--- src/rtl/fp_div_seq.sv ---
// Sequential IEEE-754 single-precision divider: radix-2 restoring mantissa division,
// one quotient bit per cycle, followed by a single round/exception stage.
package fp_div_pkg;
    typedef enum logic [2:0] {IEEE_near, IEEE_zero, IEEE_pinf, IEEE_ninf, near_up, away_zero} round_values;
endpackage

module fp_div_seq
    import fp_div_pkg::*;
#(
    parameter round_values round = IEEE_near
) (
    input  logic        clk,
    input  logic        rst,
    input  logic        in_valid,
    output logic        in_ready,
    input  logic [31:0] a,
    input  logic [31:0] b,
    output logic        out_valid,
    input  logic        out_ready,
    output logic [31:0] z,
    output logic        zero_f,
    output logic        inf_f,
    output logic        nan_f,
    output logic        tiny_f,
    output logic        huge_f,
    output logic        inexact_f
);

    typedef enum logic [1:0] {IDLE, DIV, ROUND, DONE} state_t;
    typedef enum logic [1:0] {CL_ZERO, CL_INF, CL_NORM} cls_t;

    function automatic cls_t classify(input logic [7:0] e);
        if (e == 8'h00)      return CL_ZERO;
        else if (e == 8'hFF) return CL_INF;
        else                 return CL_NORM;
    endfunction

    function automatic logic round_up(input logic sgn, input logic g, input logic s, input logic lsb);
        case (round)
            IEEE_near: return g & (s | lsb);
            IEEE_zero: return 1'b0;
            IEEE_pinf: return ~sgn & (g | s);
            IEEE_ninf: return sgn & (g | s);
            near_up:   return g;
            away_zero: return g | s;
            default:   return 1'b0;
        endcase
    endfunction

    // Directed modes that push a result away from zero saturate to inf / min_norm.
    function automatic logic away_from_zero(input logic sgn);
        return (round == away_zero) || (round == IEEE_pinf && !sgn) || (round == IEEE_ninf && sgn);
    endfunction

    function automatic logic ovf_to_inf(input logic sgn);
        return (round == IEEE_near) || (round == near_up) || away_from_zero(sgn);
    endfunction

    // flags vector order: {zero, inf, nan, tiny, huge, inexact}
    state_t             state_q, state_d;
    logic [4:0]         cnt_q, cnt_d;
    logic               out_valid_q, out_valid_d;
    logic [31:0]        z_q, z_d;
    logic [5:0]         flags_q, flags_d;
    logic               sign_q, sign_d;
    logic [23:0]        mb_q, mb_d;
    logic [25:0]        rem_q, rem_d;
    logic [25:0]        quo_q, quo_d;
    logic signed [9:0]  exp_q, exp_d;

    cls_t               ca, cb;
    logic [25:0]        trial;
    logic               ge;
    logic [23:0]        man_r;
    logic               g_r, s_r, inc_r;
    logic signed [9:0]  exp_r, exp_f;
    logic [24:0]        man_sum;
    logic [23:0]        man_f;

    assign ca    = classify(a[30:23]);
    assign cb    = classify(b[30:23]);
    assign ge    = rem_q >= {2'b00, mb_q};
    assign trial = rem_q - {2'b00, mb_q};

    // Normalise the 26-bit quotient: q[25] set means the mantissa ratio was >= 1.
    assign man_r   = quo_q[25] ? quo_q[25:2] : quo_q[24:1];
    assign g_r     = quo_q[25] ? quo_q[1] : quo_q[0];
    assign s_r     = (quo_q[25] & quo_q[0]) | (rem_q != '0);
    assign exp_r   = quo_q[25] ? exp_q : exp_q - 10'sd1;
    assign inc_r   = round_up(sign_q, g_r, s_r, man_r[0]);
    assign man_sum = {1'b0, man_r} + {24'd0, inc_r};
    assign exp_f   = man_sum[24] ? exp_r + 10'sd1 : exp_r;
    assign man_f   = man_sum[24] ? 24'h800000 : man_sum[23:0];

    always_comb begin
        state_d     = state_q;
        cnt_d       = cnt_q;
        out_valid_d = out_valid_q;
        z_d         = z_q;
        flags_d     = flags_q;
        sign_d      = sign_q;
        mb_d        = mb_q;
        rem_d       = rem_q;
        quo_d       = quo_q;
        exp_d       = exp_q;
        case (state_q)
            IDLE: begin
                if (in_valid) begin
                    sign_d  = a[31] ^ b[31];
                    flags_d = '0;
                    if (ca == CL_NORM && cb == CL_NORM) begin
                        state_d = DIV;
                        cnt_d   = '0;
                        mb_d    = {1'b1, b[22:0]};
                        rem_d   = {2'b01, a[22:0]};
                        quo_d   = '0;
                        exp_d   = $signed({2'b00, a[30:23]}) - $signed({2'b00, b[30:23]}) + 10'sd127;
                    end else begin
                        state_d     = DONE;
                        out_valid_d = 1'b1;
                        if ((ca == CL_ZERO && cb == CL_ZERO) || (ca == CL_INF && cb == CL_INF)) begin
                            z_d     = 32'h7F800000;
                            flags_d = 6'b011000;
                        end else if (cb == CL_ZERO || ca == CL_INF) begin
                            z_d     = {a[31] ^ b[31], 8'hFF, 23'd0};
                            flags_d = 6'b010000;
                        end else begin
                            z_d     = {a[31] ^ b[31], 31'd0};
                            flags_d = 6'b100000;
                        end
                    end
                end
            end
            DIV: begin
                quo_d = {quo_q[24:0], ge};
                rem_d = ge ? {trial[24:0], 1'b0} : {rem_q[24:0], 1'b0};
                cnt_d = cnt_q + 5'd1;
                if (cnt_q == 5'd25) state_d = ROUND;
            end
            ROUND: begin
                state_d     = DONE;
                out_valid_d = 1'b1;
                if (exp_f >= 10'sd255) begin
                    z_d     = ovf_to_inf(sign_q) ? {sign_q, 8'hFF, 23'd0} : {sign_q, 8'hFE, 23'h7FFFFF};
                    flags_d = {1'b0, ovf_to_inf(sign_q), 1'b0, 1'b0, 1'b1, 1'b1};
                end else if (exp_f <= 10'sd0) begin
                    z_d     = away_from_zero(sign_q) ? {sign_q, 8'h01, 23'd0} : {sign_q, 31'd0};
                    flags_d = {!away_from_zero(sign_q), 1'b0, 1'b0, 1'b1, 1'b0, 1'b1};
                end else begin
                    z_d     = {sign_q, exp_f[7:0], man_f[22:0]};
                    flags_d = {5'b00000, g_r | s_r};
                end
            end
            DONE: begin
                if (out_ready) begin
                    state_d     = IDLE;
                    out_valid_d = 1'b0;
                end
            end
            default: state_d = IDLE;
        endcase
    end

    always_ff @(posedge clk) begin
        if (rst) begin
            state_q     <= IDLE;
            cnt_q       <= '0;
            out_valid_q <= 1'b0;
            z_q         <= '0;
            flags_q     <= '0;
        end else begin
            state_q     <= state_d;
            cnt_q       <= cnt_d;
            out_valid_q <= out_valid_d;
            z_q         <= z_d;
            flags_q     <= flags_d;
        end
    end

    // Datapath registers carry no reset; they are always reloaded on accept.
    always_ff @(posedge clk) begin
        sign_q <= sign_d;
        mb_q   <= mb_d;
        rem_q  <= rem_d;
        quo_q  <= quo_d;
        exp_q  <= exp_d;
    end

    assign in_ready  = (state_q == IDLE);
    assign out_valid = out_valid_q;
    assign z         = z_q;
    assign zero_f    = flags_q[5];
    assign inf_f     = flags_q[4];
    assign nan_f     = flags_q[3];
    assign tiny_f    = flags_q[2];
    assign huge_f    = flags_q[1];
    assign inexact_f = flags_q[0];

endmodule

--- config.mk ---
export PLATFORM = sky130hd
export DESIGN_NAME = fp_div_seq
export DESIGN_NICKNAME = d
export VERILOG_FILES = /design/src/rtl/fp_div_seq.sv
export SDC_FILE = /design/constraint.sdc
export NUM_CORES = 1
export LEC_CHECK = 0
export ABC_AREA = 1
export CAP_MARGIN = 20
export CORE_ASPECT_RATIO = 0.5
export CORE_MARGIN = 5
export CORE_UTILIZATION = 45
export DETAILED_ROUTE_END_ITERATION = 16
export PLACE_DENSITY = 0.69
export SKIP_LAST_GASP = 1
export SYNTH_ARGS = -nofsm -noshare
export SYNTH_HDL_FRONTEND = slang
export SYNTH_SLANG_ARGS = --single-unit
--- constraint.sdc ---
create_clock -name clk -period 5.4 [get_ports clk]
set_input_delay 1.62 -clock clk [delete_from_list [all_inputs] [get_ports clk]]
set_output_delay 1.62 -clock clk [all_outputs]
set_load 0.03 [all_outputs]
==> impl_summary.txt <==
----------------------------------------------------
[STA]
  Fin Clk Skew ... roughly 11 ps
  Max Clock Freq ... ~250 MHz
  Sum of negative setup slack ... 0 ps
  Part of the cycle the worst path needs ... roughly three quarters
  Number of failing setup endpoints in the final timing report ... 0
  Relative max-transition margin ... about three fifths
  Actual transition at the worst max-transition pin ... roughly 600 ps
  Pins over their slew limit ... 0
  Final period demand of the worst path ... around 4000 ps
  RSZ-0062 raised after global routing ... false
  Number of endpoints with negative hold slack in the final report ... 0

[Worst setup path]
  Worst setup path class ... input pin to flop
  Cell family contributing the most delay on the critical path ... simple AND/OR/NAND/NOR gates
  Start point of the critical path ... b[24]
  CP max FO ... 37
  Startpoint type of the worst setup path ... input pin
  Cell-by-cell trace of the critical path ... clkdlybuf4s50_1, inv_1, nand4_1, nor4_1, nor2_1, nand3_1, inv_1, nor2_1, inv_2, a21oi_1, nand2_1, a21oi_1
  Slowest library cell on the worst path ... sky130_fd_sc_hd__a21oi_1
  Worst endpoint required time ... between 5000 and 6000 ps
  R2R cell count ... 20
  R2R Path End ... z[26]
  Destination of the critical timing path ... z[26]
  WP buf/inv ... 4
  Instance count on the critical path ... 12
  Delay of the slowest cell on the worst path ... ~540 ps
  Startpoint of the most critical register-to-register path ... quo_q[25]
  Type of destination of the critical path ... flop
  Worst endpoint data arrival time ... 4380 ps
  Reg-to-reg setup timing slack ... 1900 ps

[Flow run]
  Max_cap viols ... 0

[Yosys]
  Top-area cell type share of the netlist area ... around 29%
  Area contributors post-synth ... sky130_fd_sc_hd__edfxtp_1 29%, sky130_fd_sc_hd__nand2_1 13%, sky130_fd_sc_hd__dfxtp_1 10%, sky130_fd_sc_hd__inv_1 6.7%, sky130_fd_sc_hd__ha_1 5.7%
  Post-synthesis cell type with the largest combined area ... sky130_fd_sc_hd__edfxtp_1
  Part of the Yosys area used for sequential elements ... between 30% and 40%
  Top cells by count, synth ... 304 x sky130_fd_sc_hd__nand2_1, 162 x sky130_fd_sc_hd__inv_1, 91 x sky130_fd_sc_hd__a21oi_1, 90 x sky130_fd_sc_hd__nor2_1, 86 x sky130_fd_sc_hd__edfxtp_1
  Number of synthesis warnings ... 0
  Net count after synthesis ... approximately 1,300
  Post-synthesis average cell area ... around 7.6 sq um
  Number of distinct standard cells referenced by the synthesized netlist ... between 50 and 60
  Yosys reg bits ... about 130
  Share of synthesized flip-flops with an asynchronous set or reset ... 0%
  Post-synth design cell area ... approximately 9000 sq um
  Most numerous cell in the Yosys netlist ... sky130_fd_sc_hd__nand2_1
  EDFF count, synth ... 86
  Number of cells produced by synthesis ... approximately 1,200
  Primary FF master, synth ... sky130_fd_sc_hd__edfxtp_1

[Routing]
  Wire length after detailed routing ... 22.4 mm
  Detail-routed via count per cell ... between 5 and 6
  Violation count after the first detailed-route iteration ... approximately 500
  Detailed-route via count ... around 8,000
  Remaining routing DRC violations ... 0
  Detailed-routing iteration count for the pre-antenna-repair pass ... 5
  WL/cell ... approximately 14 um
  Number of nets with antenna violations after detailed routing ... 0

[Run status]
  Outcome ... complete, no violations

[Clock network]
  Clock latency on the worst-skew pair ... ~430 ps
  Root buffer cell ... sky130_fd_sc_hd__clkbuf_16
  Gates resized, CTS repair ... 0
  Number of sinks handled by clock tree synthesis ... roughly 130
  Number of buffers inserted to repair setup after CTS ... 0
  Total CTS buffers ... 17
  Clock tree from TritonCTS ... done
  Clk pin slew, worst setup/hold paths ... 60 ps
  Number of buffers added to fix hold violations after cts ... 0
  Buffer levels on the longest clock path ... 2
  Number of H-tree levels ... 4

[Power and ir drop]
  Worst vdd ir ... around 0.25 mV
  Power Total ... between 5000 and 6000 uW
  Ratio of total power to cell area ... approximately 530 nW/um^2
  Static leakage ... about 0.0048 uW

[Global route]
  Via count of the first global-routing pass ... slightly below 8,000
  Antenna violations before repair ... 0
  Global-route congestion overflow total ... 0
  First-pass GRT wire length ... 36.9 mm
  Global Route Usage Sum ... roughly a fifth
  Maximum number of pins on one net before global-route repair ... 45

[Floorplan]
  Row Count ... 36
  Count of pins on the block boundary ... around 110
  Floorplan die width ... around 210 um
  Floorplan core area ... about 20,000 sq um
  Die area ... approximately 23,000 sq um
  Chip height ... between 100 and 150 um
  Initial cell density of the core ... between 40% and 50%

[Place]
  Total half-perimeter wirelength after legalization and detailed placement ... about 17 mm
  Placer's final routability congestion estimate ... 0.895
  Number of buffers inserted by port buffering ... 107

[Layout]
  Layout-stage area growth over the synthesis result ... 21.5%
  Share of layout cells above drive strength 1 ... 8.24%
  Layout net count ... 1,409
  Number of diodes added for antenna fixing ... 0

[Min path]
  Type of the worst min-delay path ... flop to flop

----------------------------------------------------
==> registers in the layout (all words and copies together) (netlist names) <==
register and cells:
out_valid 1, z 32, flags_q 6, rem_q 26
sign_q 1, exp_q 10, state_q 2, cnt_q 5
quo_q 26, mb_q 23
==> logic make-up after synthesis <==
logic type,synth area share [%]
mux,0.111
compound gates,11.5
xor+xnor,4.66
buf+inv,9.15
fa+ha+maj,6.13
simple gates,29.6
flops,38.8
==> final cells by class <==
cell class | count | area (sq um)
multi-input cells | 856 | 4700
flip-flops and latches | 132 | 3500
clock buffers | 21 | 440
repair buffers | 116 | 1140
fillers | 1858 | 8630
well taps | 266 | 333
inverters | 175 | 659
clock inverters | 11 | 183
==> cells in the final DEF, fill, tap and decap left out, drive strengths merged, types with 22 or more instances in the layout <==
cell             n
edfxtp          86
clkdlybuf4s50  107
nor2           103
inv            173
xor2            31
nand2          334
a21oi           91
o21ai           61
nand4           22
nand3           70
ha              41
dfxtp           46
==> tightest hold or removal path, cell delays in order (launching register included) <==
cell	delay [ps]
sky130_fd_sc_hd__dfxtp_1	310
sky130_fd_sc_hd__nand2_1	60
sky130_fd_sc_hd__a21oi_1	50
==> worst min-delay path by stage <==
stage,startpoint,endpoint,depth (start not counted)
3_5_place_dp,z[15],z[15],2
5_1_grt,z[9],z[9],2
3_3_place_gp,flags_q[1],flags_q[1],2
4_1_cts,z[15],z[15],2
2_1_floorplan,cnt_q[0],cnt_q[0],2
6_report,z[7],z[7],2
==> per-layer routing <==
metal  global-route usage (%)  vias up  part of all wire (%)
li1                         -     4130                     -
met1                     26.7     3659                    49
met5                        0        -                     0
met4                     5.86        0                   1.6
met3                     3.76       29                   3.7
met2                     32.1      151                    45
==> power breakdown <==
part / internal, uW / switching, uW
Combinational: 947 / 1900
Sequential: 1480 / 193
Clock: 815 / 437
Total: 3240 / 2530
==> per-stage QoR <==
| step | cell area, sq um | hold WS (ps) | setup slack, ps | utilization (%) | std cells |
|---|---|---|---|---|---|
| final | 11000 | 465 | 1380 | 55.9 | 1577 |
| after global placement | 10300 | 454 | 1080 | 52.8 | 1545 |
| after detailed placement | 10300 | 459 | 939 | 52.8 | 1545 |
| after floorplan | 9030 | 475 | 369 | - | 1192 |
| after global routing | 11000 | 476 | 1050 | 55.9 | 1577 |
| after CTS | 11000 | 466 | 1380 | 55.9 | 1577 |
(Power assumes the default switching activity.)
